[src/rtl/rst_seq_pkg.sv]
`default_nettype none
// ============================================================================
//  Module      : rst_seq_pkg
//  Description : Shared types and constants for the reset sequencer.
//                Holds the sequencer state encoding, default parameter
//                values and the delay/hold counter width.
//  Revision    : 1.0 - initial release
// ============================================================================
package rst_seq_pkg;

    // Width of the delay/hold counter and of the soft-reset counter.
    localparam int c_cnt_w = 8;

    // Default parameter values for rst_seq.
    localparam int c_def_sync_stages = 2;
    localparam int c_def_dly0        = 16;
    localparam int c_def_dly1        = 32;
    localparam int c_def_dly2        = 64;
    localparam int c_def_hold_cyc    = 8;

    // Sequencer states.
    typedef enum logic [2:0] {
        ST_ASSERT = 3'd0,
        ST_WAIT0  = 3'd1,
        ST_WAIT1  = 3'd2,
        ST_WAIT2  = 3'd3,
        ST_RUN    = 3'd4,
        ST_HOLD   = 3'd5
    } state_t;

    // Counter value on which a wait of 'cycles' edges completes
    // (the counter starts at 0, so the last edge sees cycles-1).
    function automatic logic [c_cnt_w-1:0] term_count(input int cycles);
        return c_cnt_w'(cycles - 1);
    endfunction

endpackage
`default_nettype wire

[src/rtl/rst_sync.sv]
`default_nettype none
// ============================================================================
//  Module      : rst_sync
//  Description : Async-assert / sync-deassert reset synchronizer.
//                The chain clears immediately on RST and shifts in a 1 on
//                each rising edge, so rst_sync_n rises on the
//                SYNC_STAGES-th edge after RST falls.
//  Ports       : clk_rc     - clock
//                RST        - asynchronous active-high reset
//                rst_sync_n - synchronized active-low reset
//  Revision    : 1.0 - initial release
// ============================================================================
module rst_sync #(
    parameter int SYNC_STAGES = 2
) (
    input  logic clk_rc,
    input  logic RST,
    output logic rst_sync_n
);

    logic [SYNC_STAGES-1:0] r_chain;

    always_ff @(posedge clk_rc or posedge RST) begin
        if (RST) begin
            r_chain <= '0;
        end else begin
            r_chain <= {r_chain[SYNC_STAGES-2:0], 1'b1};
        end
    end

    assign rst_sync_n = r_chain[SYNC_STAGES-1];

endmodule
`default_nettype wire

[src/rtl/rst_seq.sv]
`default_nettype none
// ============================================================================
//  Module      : rst_seq
//  Description : Staged reset sequencer. After the synchronized reset
//                releases, three downstream active-low resets are released
//                in order 0,1,2 with programmable gaps. In RUN a software
//                request re-asserts all stages for HOLD_CYC cycles and the
//                release sequence repeats.
//  Ports       : clk_rc       - clock
//                RST          - asynchronous active-high reset
//                soft_rst_req - synchronous software reset request
//                rst_n_out    - per-stage active-low resets (bit 0 first)
//                rst_done     - high when all three stages are released
//                soft_rst_cnt - accepted soft resets, saturating at 255
//  Revision    : 1.0 - initial release
// ============================================================================
module rst_seq
    import rst_seq_pkg::*;
#(
    parameter int SYNC_STAGES = c_def_sync_stages,
    parameter int DLY0        = c_def_dly0,
    parameter int DLY1        = c_def_dly1,
    parameter int DLY2        = c_def_dly2,
    parameter int HOLD_CYC    = c_def_hold_cyc
) (
    input  logic               clk_rc,
    input  logic               RST,
    input  logic               soft_rst_req,
    output logic [2:0]         rst_n_out,
    output logic               rst_done,
    output logic [c_cnt_w-1:0] soft_rst_cnt
);

    localparam logic [c_cnt_w-1:0] c_last0    = term_count(DLY0);
    localparam logic [c_cnt_w-1:0] c_last1    = term_count(DLY1);
    localparam logic [c_cnt_w-1:0] c_last2    = term_count(DLY2);
    localparam logic [c_cnt_w-1:0] c_lasthold = term_count(HOLD_CYC);
    localparam logic [c_cnt_w-1:0] c_cnt_max  = {c_cnt_w{1'b1}};

    logic               w_sync_n;

    state_t             r_state;
    logic [c_cnt_w-1:0] r_cnt;
    logic [2:0]         r_rst_n;
    logic               r_done;
    logic [c_cnt_w-1:0] r_soft_cnt;

    state_t             w_state_nxt;
    logic [c_cnt_w-1:0] w_cnt_nxt;
    logic [2:0]         w_rst_n_nxt;
    logic               w_done_nxt;
    logic [c_cnt_w-1:0] w_soft_cnt_nxt;

    rst_sync #(
        .SYNC_STAGES (SYNC_STAGES)
    ) u_rst_sync (
        .clk_rc     (clk_rc),
        .RST        (RST),
        .rst_sync_n (w_sync_n)
    );

    always_ff @(posedge clk_rc or posedge RST) begin
        if (RST) begin
            r_state    <= ST_ASSERT;
            r_cnt      <= '0;
            r_rst_n    <= 3'b000;
            r_done     <= 1'b0;
            r_soft_cnt <= '0;
        end else begin
            r_state    <= w_state_nxt;
            r_cnt      <= w_cnt_nxt;
            r_rst_n    <= w_rst_n_nxt;
            r_done     <= w_done_nxt;
            r_soft_cnt <= w_soft_cnt_nxt;
        end
    end

    // Outputs are updated only alongside state transitions, so each
    // rst_n_out bit changes at most once per sequence and never glitches.
    always_comb begin
        w_state_nxt    = r_state;
        w_cnt_nxt      = r_cnt;
        w_rst_n_nxt    = r_rst_n;
        w_done_nxt     = r_done;
        w_soft_cnt_nxt = r_soft_cnt;

        case (r_state)
            ST_ASSERT: begin
                if (w_sync_n) begin
                    w_state_nxt = ST_WAIT0;
                    w_cnt_nxt   = '0;
                end
            end
            ST_WAIT0: begin
                if (r_cnt == c_last0) begin
                    w_rst_n_nxt[0] = 1'b1;
                    w_cnt_nxt      = '0;
                    w_state_nxt    = ST_WAIT1;
                end else begin
                    w_cnt_nxt = r_cnt + 1'b1;
                end
            end
            ST_WAIT1: begin
                if (r_cnt == c_last1) begin
                    w_rst_n_nxt[1] = 1'b1;
                    w_cnt_nxt      = '0;
                    w_state_nxt    = ST_WAIT2;
                end else begin
                    w_cnt_nxt = r_cnt + 1'b1;
                end
            end
            ST_WAIT2: begin
                if (r_cnt == c_last2) begin
                    w_rst_n_nxt[2] = 1'b1;
                    w_done_nxt     = 1'b1;
                    w_cnt_nxt      = '0;
                    w_state_nxt    = ST_RUN;
                end else begin
                    w_cnt_nxt = r_cnt + 1'b1;
                end
            end
            ST_RUN: begin
                // Only RUN listens to the request; elsewhere it is dropped.
                if (soft_rst_req) begin
                    w_rst_n_nxt = 3'b000;
                    w_done_nxt  = 1'b0;
                    w_cnt_nxt   = '0;
                    w_state_nxt = ST_HOLD;
                    if (r_soft_cnt != c_cnt_max) begin
                        w_soft_cnt_nxt = r_soft_cnt + 1'b1;
                    end
                end
            end
            ST_HOLD: begin
                if (r_cnt == c_lasthold) begin
                    w_cnt_nxt   = '0;
                    w_state_nxt = ST_WAIT0;
                end else begin
                    w_cnt_nxt = r_cnt + 1'b1;
                end
            end
            default: begin
                w_state_nxt = ST_ASSERT;
                w_cnt_nxt   = '0;
                w_rst_n_nxt = 3'b000;
                w_done_nxt  = 1'b0;
            end
        endcase
    end

    assign rst_n_out    = r_rst_n;
    assign rst_done     = r_done;
    assign soft_rst_cnt = r_soft_cnt;

endmodule
`default_nettype wire

[config.mk]
export PLATFORM = sky130hd
export DESIGN_NAME = rst_seq
export DESIGN_NICKNAME = d
export VERILOG_FILES = /design/src/rtl/rst_seq_pkg.sv /design/src/rtl/rst_sync.sv /design/src/rtl/rst_seq.sv
export SDC_FILE = /design/constraint.sdc
export NUM_CORES = 1
export LEC_CHECK = 0
export ABC_AREA = 1
export BUFFER_PORTS_ARGS = -buffer_cell sky130_fd_sc_hd__buf_2
export CAP_MARGIN = 0
export CORE_MARGIN = 2
export CORE_UTILIZATION = 30
export DETAILED_ROUTE_END_ITERATION = 8
export PLACE_DENSITY_LB_ADDON = 0.15
export SLEW_MARGIN = 20
export SYNTH_ARGS = -nofsm -noshare
export SYNTH_HDL_FRONTEND = slang
export SYNTH_HIERARCHICAL = 1
export SYNTH_SLANG_ARGS = --single-unit
[constraint.sdc]
create_clock -name clk_rc -period 1.3 [get_ports clk_rc]
set_clock_uncertainty 0.05 [all_clocks]
set_input_delay 0.195 -clock clk_rc [delete_from_list [all_inputs] [get_ports clk_rc]]
set_output_delay 0.195 -clock clk_rc [all_outputs]
set_load 0.1 [all_outputs]
-- After elaboration in Yosys (flattened, before gate mapping)
Cells that the tools add are included.
- $add $sub $neg: 2
- magnitude comparators: 0
- bitwise gates (word level): 3
- multiplexer cells: 23
- divide/modulo/power cells: 0
- $mul: 0
- reductions and logical operators: 10
- equal/unequal tests: 16
- shift-type cells: 0
- operators with widths (operator ; count):
    $mux W8 ; 6
    $pmux W8 S6 ; 1
    $mux W3 ; 7
    $pmux W3 S6 ; 1
    $add A8 B1 Y8 const B ; 2
    $pmux W1 S3 ; 4
    $reduce_and A3 Y1 ; 4
    $reduce_or A4 Y1 ; 3
    $ne A2 B2 Y1 const B ; 5
    $eq A8 B3 Y1 const B ; 1
    $eq A8 B4 Y1 const B ; 1
    $eq A8 B5 Y1 const B ; 1
    $eq A8 B6 Y1 const B ; 1
    $ne A8 B8 Y1 const B ; 1
    $eq A3 B2 Y1 const B ; 2
    $eq A3 B3 Y1 const B ; 2
    $reduce_and A6 Y1 ; 1
    $mux W1 ; 4
    $eq A3 B1 Y1 const B ; 1
    $logic_not A3 Y1 ; 1
    $not A1 Y1 ; 3
    $ne A2 B1 Y1 const B ; 1
    $reduce_and A2 Y1 ; 1
- latch bits: 0
- logic and storage cells: 62
- bits in registers: 25
- memories kept: 0
- ROM bits: 0
- output and inout bits: 12
- RAM bits: 0

-- Logic depth before layout (Yosys ltp)
- depth in word-level cells: 4
- depth in mapped cells: 10

-- Cells and area by module
The synthesis kept the hierarchy.
- by module, submodules not included (module ; area each (µm²) ; instances ; seq. area each (µm²) ; cells each):
    rst_seq ; 1361.3 ; 1 ; 550.5 ; 184
    rst_sync ; 57.6 ; 1 ; 50.0 ; 4

-- Worst setup path before layout
No wires, ideal clock.
- path kind: register -> register
- start: register r_soft_cnt[0], in the netlist soft_rst_cnt[0]
- end: register r_soft_cnt[4], in the netlist soft_rst_cnt[4]
- cell stages (with the launch flop): 9
- path buffers: 0
- data required time: 1127 ps
- setup slack: -952 ps
- clock period less this slack: 2252 ps
- data arrival time: 2079 ps
- library setup time: 123 ps
- cell sequence: dfrtp_1 ha_1 nand2_2 nor2_4 nand3_2 o21ai_4 inv_4 nand3b_1 nand2_1
- word-level cells in the longest chain between the ends: 2
- elaborated cells on any way between the ends: 3
- RTL lines (element ; line ; text):
    from (decl) ; rst_seq.sv:46 ; logic [c_cnt_w-1:0] r_soft_cnt;
    from (signal assigned) ; rst_seq.sv:74 ; r_soft_cnt <= w_soft_cnt_nxt;
    parallel branches: the longest is 2 deep, another holds $add A8 B1 Y8 ; -- ;
Parallel ways; which one is timed is not known.
A chain may end at the register's enable or synchronous reset.

-- Worst setup path in the final report
- start: register r_cnt[1]
- end: register r_state[0]
- word-level cells in the longest chain between the ends: 3
- elaborated cells on any way between the ends: 9
- RTL lines (element ; line ; text):
    from (decl) ; rst_seq.sv:43 ; logic [c_cnt_w-1:0] r_cnt;
    from (signal assigned) ; rst_seq.sv:71 ; r_cnt <= w_cnt_nxt;
    $eq A8 B3 Y1 (tied with other cells) ; rst_seq.sv:135 ; if (r_cnt == c_lasthold) begin
    $ne A2 B2 Y1 (no source line) ; -- ;
    $reduce_and A6 Y1 (no source line) * ; -- ;
    to (signal assigned) ; rst_seq.sv:70 ; r_state <= w_state_nxt;
    to (decl) ; rst_seq.sv:42 ; state_t r_state;
Mark *: on every way between the ends. The rest lies on a longest branch, timed or not.

==> flow_results.org <==
** Setup path
- For the worst setup path, the data required time is 1470 ps.
- Number of cells on the worst reg-to-reg path :: 7
- Setup Crit Path Kind :: register to register
- STA classifies the critical path startpoint as a register.
- CP Capture Type :: register
- At the worst endpoint, the arrival time is about 1700 ps.
- Reg2Reg Capture Point :: r_state[0]$_DFFE_PP0P_
- In this run the register-to-register setup slack is -180 ps.
- Largest fanout on the critical path :: 5
- Worst r2r src :: r_cnt[1]$_DFFE_PP0P_

** Final layout
- Synthesis-to-layout area growth :: 71.69%
- Filler-free cell count of the finished design :: slightly above 300
- Diodes inserted :: 0
- Highest-count cells in the layout ignoring fill and taps :: 45 x sky130_fd_sc_hd__nand2_1, 40 x sky130_fd_sc_hd__buf_4, 17 x sky130_fd_sc_hd__nor2_1
- The library cell used most frequently in the layout, excluding fill and tap cells, is sky130_fd_sc_hd__nand2_1.
- Fraction of final layout cells sized beyond drive strength 1 :: 0.5257
- At the end of the flow, the number of nets in the layout was 259.

** Timing
- Final worst hold slack :: ~260 ps
- Setup repair after global routing could not meet its margin everywhere.
- Final worst slack :: -180.9 ps
- Dividing the final minimum period by the clock period gives 1.139.
- The final hold violation count was 0.
- Clock period minus final worst setup slack :: around 1500 ps
- Count of final setup violators :: 24
- The max-slew violation total from the final report came to 0.
- Timing would allow up to slightly below 700 MHz.

** Drt
- Routed via count divided by cell count :: 4.599
- Summed over all layers, the routed wires come to about 3800 µm.
- Detailed-routing iteration count for the pre-antenna-repair pass :: 4
- In this run, the number of DRC markers left after iteration 0 of detailed routing was 60.
- Once detail routing completed, the nets flagged for antenna violations numbered 0.
- In the final routed layout, each cell accounts on average for roughly 12 µm.
- Total via count after detailed routing :: 1,412
- DRC Markers :: 0

** Power
- Internal :: between 2 and 3 mW
- Share of total power in sequential cells :: 0.228
- Fraction of power spent switching nets :: 0.4550
- The worst-case IR drop observed on VDD is 1606 µV.
- Part of the power in the clock network :: 0.138
- Final Power :: approximately 4.9 mW
- Static leakage :: approximately 1.2 nW
- Net switching component of the power :: about 2.2 mW
- In this run the power density over the cells is approximately 2000 mW/mm².
- Of the total power, combinational logic draws 0.633.

** Logic synthesis
- FFs w/ async S/R, synth :: 1.000
- Synth area leaders :: sky130_fd_sc_hd__dfrtp_1 42%, sky130_fd_sc_hd__nand2_1 14%, sky130_fd_sc_hd__nand3_1 4.9%
- Yosys mapped a number of flops with a built-in enable equal to 0.
- Number of standard cells after synthesis :: 188
- Predominant post-synthesis flop cell :: sky130_fd_sc_hd__dfrtp_1
- Share of the synthesized area in the top cell type :: 0.4233
- The number of nets in the synthesized netlist is between 150 and 200.
- After synthesis, the netlist uses 29 different library cells.
- Yosys printed 6 warnings.
- Averaged over all synthesized cells, the footprint is ~7.5 µm².
- Yosys reg bits :: 24
- Share of synthesized area occupied by flip-flops and latches :: 0.4233
- Post-synthesis cell type with the largest combined area :: sky130_fd_sc_hd__dfrtp_1
- Post-synthesis instance area :: about 0.0014 mm²

** Status
- Violations in the final reports :: negative setup slack
- The run finished, with violations left.

** Floorplan
- The initial utilization of the core area, before any placement, comes to 0.3065.
- After floorplanning, the core was sized to cover approximately 0.0046 mm².
- Full die area :: approximately 0.0053 mm²
- The floorplan step set the die height to around 73 µm.
- During I/O placement, the number of pins put on the boundary was 15.
- The floorplan step set the die width to approximately 73 µm.
- Row cnt :: 25

** Global routing
- Pin count of the biggest net entering global routing :: 23
- For this run, the total global-route usage over all layers was measured as 0.1615.
- Global-route wire length before repair :: around 6600 µm
- Global routing finished with a remaining overflow of 0.
- The number of global-route vias before repair was about 1,500.
- Number of antenna violations at the first check in global routing :: 0

** Clocking
- For the worst-skew pair, the clock arrives at the later sink with an insertion delay of ~270 ps.
- The clock passes through at most 2 buffers.
- Sink count of the clock tree :: 24
- Clock tree from TritonCTS :: built
- Reg clk slew, reported paths :: roughly 100 ps
- The tree is rooted in a sky130_fd_sc_hd__clkbuf_8.
- Buffers inserted during clock tree synthesis total 3.
- CTS built an H-tree with a depth of 1.

** Run
- Number of max-cap violations :: 0

** Placed design
- Including well taps, the total number of placed cells is about 290.
- Half-perimeter wire length of the detailed placement result :: roughly 2700 µm
- Final weighted congestion of routability-driven global placement :: between 0.8 and 0.9
- Buffers added on ports :: 14

** Worst hold path
- Class of the most critical hold timing path :: input pin to asynchronous set/reset pin
## layer usage
layer  up-vias  wire length (µm)  global-route usage
li1        724                 -                   -
met1       672              1697              0.2132
met2        14              1913              0.2657
met3         2               107             0.03591
met4         0                33             0.04527
met5         -                 0                   0
## cell type report
class | count | area [µm²]
inverter | 27 | 111.4
tap | 54 | 67.56
sequential | 24 | 620.6
clock buffer | 3 | 41.29
multi-input combinational | 136 | 917.1
fill | 434 | 2193
clock inverter | 1 | 30.03
timing repair buffer | 62 | 648.1
## critical path: stages (launching register included)
cell and delay, ps:
sky130_fd_sc_hd__dfrtp_1 400, sky130_fd_sc_hd__ha_4 190, sky130_fd_sc_hd__nand3_1 130, sky130_fd_sc_hd__o21ai_2 180, sky130_fd_sc_hd__nand2_2 100, sky130_fd_sc_hd__nor2_4 220
sky130_fd_sc_hd__nand3_2 90, sky130_fd_sc_hd__nand2_1 60
## metrics by stage
stage / utilization / TNS (ps) / cell area [µm²] / setup slack, ps
2_1_floorplan: - / -3741 / 1473 / -446.5
3_3_place_gp: 0.4511 / -2791 / 2088 / -189.4
3_5_place_dp: 0.4511 / -3146 / 2088 / -227.3
4_1_cts: 0.4986 / -3068 / 2308 / -184.5
5_1_grt: 0.5262 / -5468 / 2436 / -308.2
6_report: 0.5262 / -3006 / 2436 / -180.9
## power groups by stage
stage	sequential, mW	clock (mW)	combinational [mW]
floorplan	1.61	0	1.05
global placement	1.11	0	2.71
detailed placement	1.11	0	2.73
CTS	1.11	0.704	3.00
global route	1.15	0.735	3.38
finish	1.13	0.683	3.13
## cells in the mapped netlist, types with 2 or more instances
| cell type | number |
|---|---|
| sky130_fd_sc_hd__nand3_2 | 3 |
| sky130_fd_sc_hd__nand3_1 | 14 |
| sky130_fd_sc_hd__o21ai_2 | 2 |
| sky130_fd_sc_hd__nand3b_1 | 2 |
| sky130_fd_sc_hd__o21ai_1 | 7 |
| sky130_fd_sc_hd__nor2_4 | 2 |
| sky130_fd_sc_hd__nand2_1 | 54 |
| sky130_fd_sc_hd__o21ai_0 | 4 |
| sky130_fd_sc_hd__xnor2_1 | 3 |
| sky130_fd_sc_hd__ha_1 | 2 |
| sky130_fd_sc_hd__clkinv_1 | 2 |
| sky130_fd_sc_hd__xor2_1 | 3 |
| sky130_fd_sc_hd__nor3_1 | 3 |
| sky130_fd_sc_hd__nand4_1 | 2 |
| sky130_fd_sc_hd__dfrtp_1 | 24 |
| sky130_fd_sc_hd__inv_2 | 9 |
| sky130_fd_sc_hd__nor2_1 | 18 |
| sky130_fd_sc_hd__nand2_2 | 4 |
| sky130_fd_sc_hd__inv_1 | 15 |
| sky130_fd_sc_hd__nor2_2 | 6 |
## timing repair
item | CTS | global route
endpoints found under the setup margin | 24 | 24
pin swaps | 12 | 18
resized for setup | 24 | 26
hold buffers | 1 | 0
setup buffers | 6 | 4
endpoints found under the hold margin | 24 | 0
## flip-flops by register name (all words and copies together) (netlist names)
| register | count |
|---|---|
| rst_n_out | 3 |
| r_state | 3 |
| u_rst_sync/r_chain | 2 |
| r_cnt | 8 |
| soft_rst_cnt | 8 |
## cell families (layout without fill, tap and decap cells)
group,after synthesis,count (layout),share of synthesized area
AOI/OAI and AO/OA,18,18,0.08555
xor gates and xnor gates,6,6,0.03704
adders and majority gates,2,2,0.01763
buffers and inverters,28,93,0.07849
DFF,24,24,0.4233
other,1,1,0.002643
and+or+nand+nor,109,109,0.3554
## how the worst max path moves through the flow
| stage | startpoint | endpoint | slack, ps | cells past startpoint |
|---|---|---|---|---|
| finish | r_cnt[1]$_DFFE_PP0P_ | r_state[0]$_DFFE_PP0P_ | -180 | 7 |
| floorplan | soft_rst_cnt[0]$_DFFE_PP0P_ | soft_rst_cnt[4]$_DFFE_PP0P_ | -450 | 8 |
| detailed placement | soft_rst_cnt[1]$_DFFE_PP0P_ | soft_rst_cnt[4]$_DFFE_PP0P_ | -230 | 8 |
| global placement | soft_rst_cnt[1]$_DFFE_PP0P_ | soft_rst_cnt[0]$_DFFE_PP0P_ | -190 | 7 |
| global route | r_cnt[1]$_DFFE_PP0P_ | r_state[2]$_DFFE_PP0P_ | -310 | 7 |
| CTS | soft_rst_cnt[1]$_DFFE_PP0P_ | soft_rst_cnt[4]$_DFFE_PP0P_ | -180 | 8 |
Note: power is estimated with default switching activity, not from simulation.
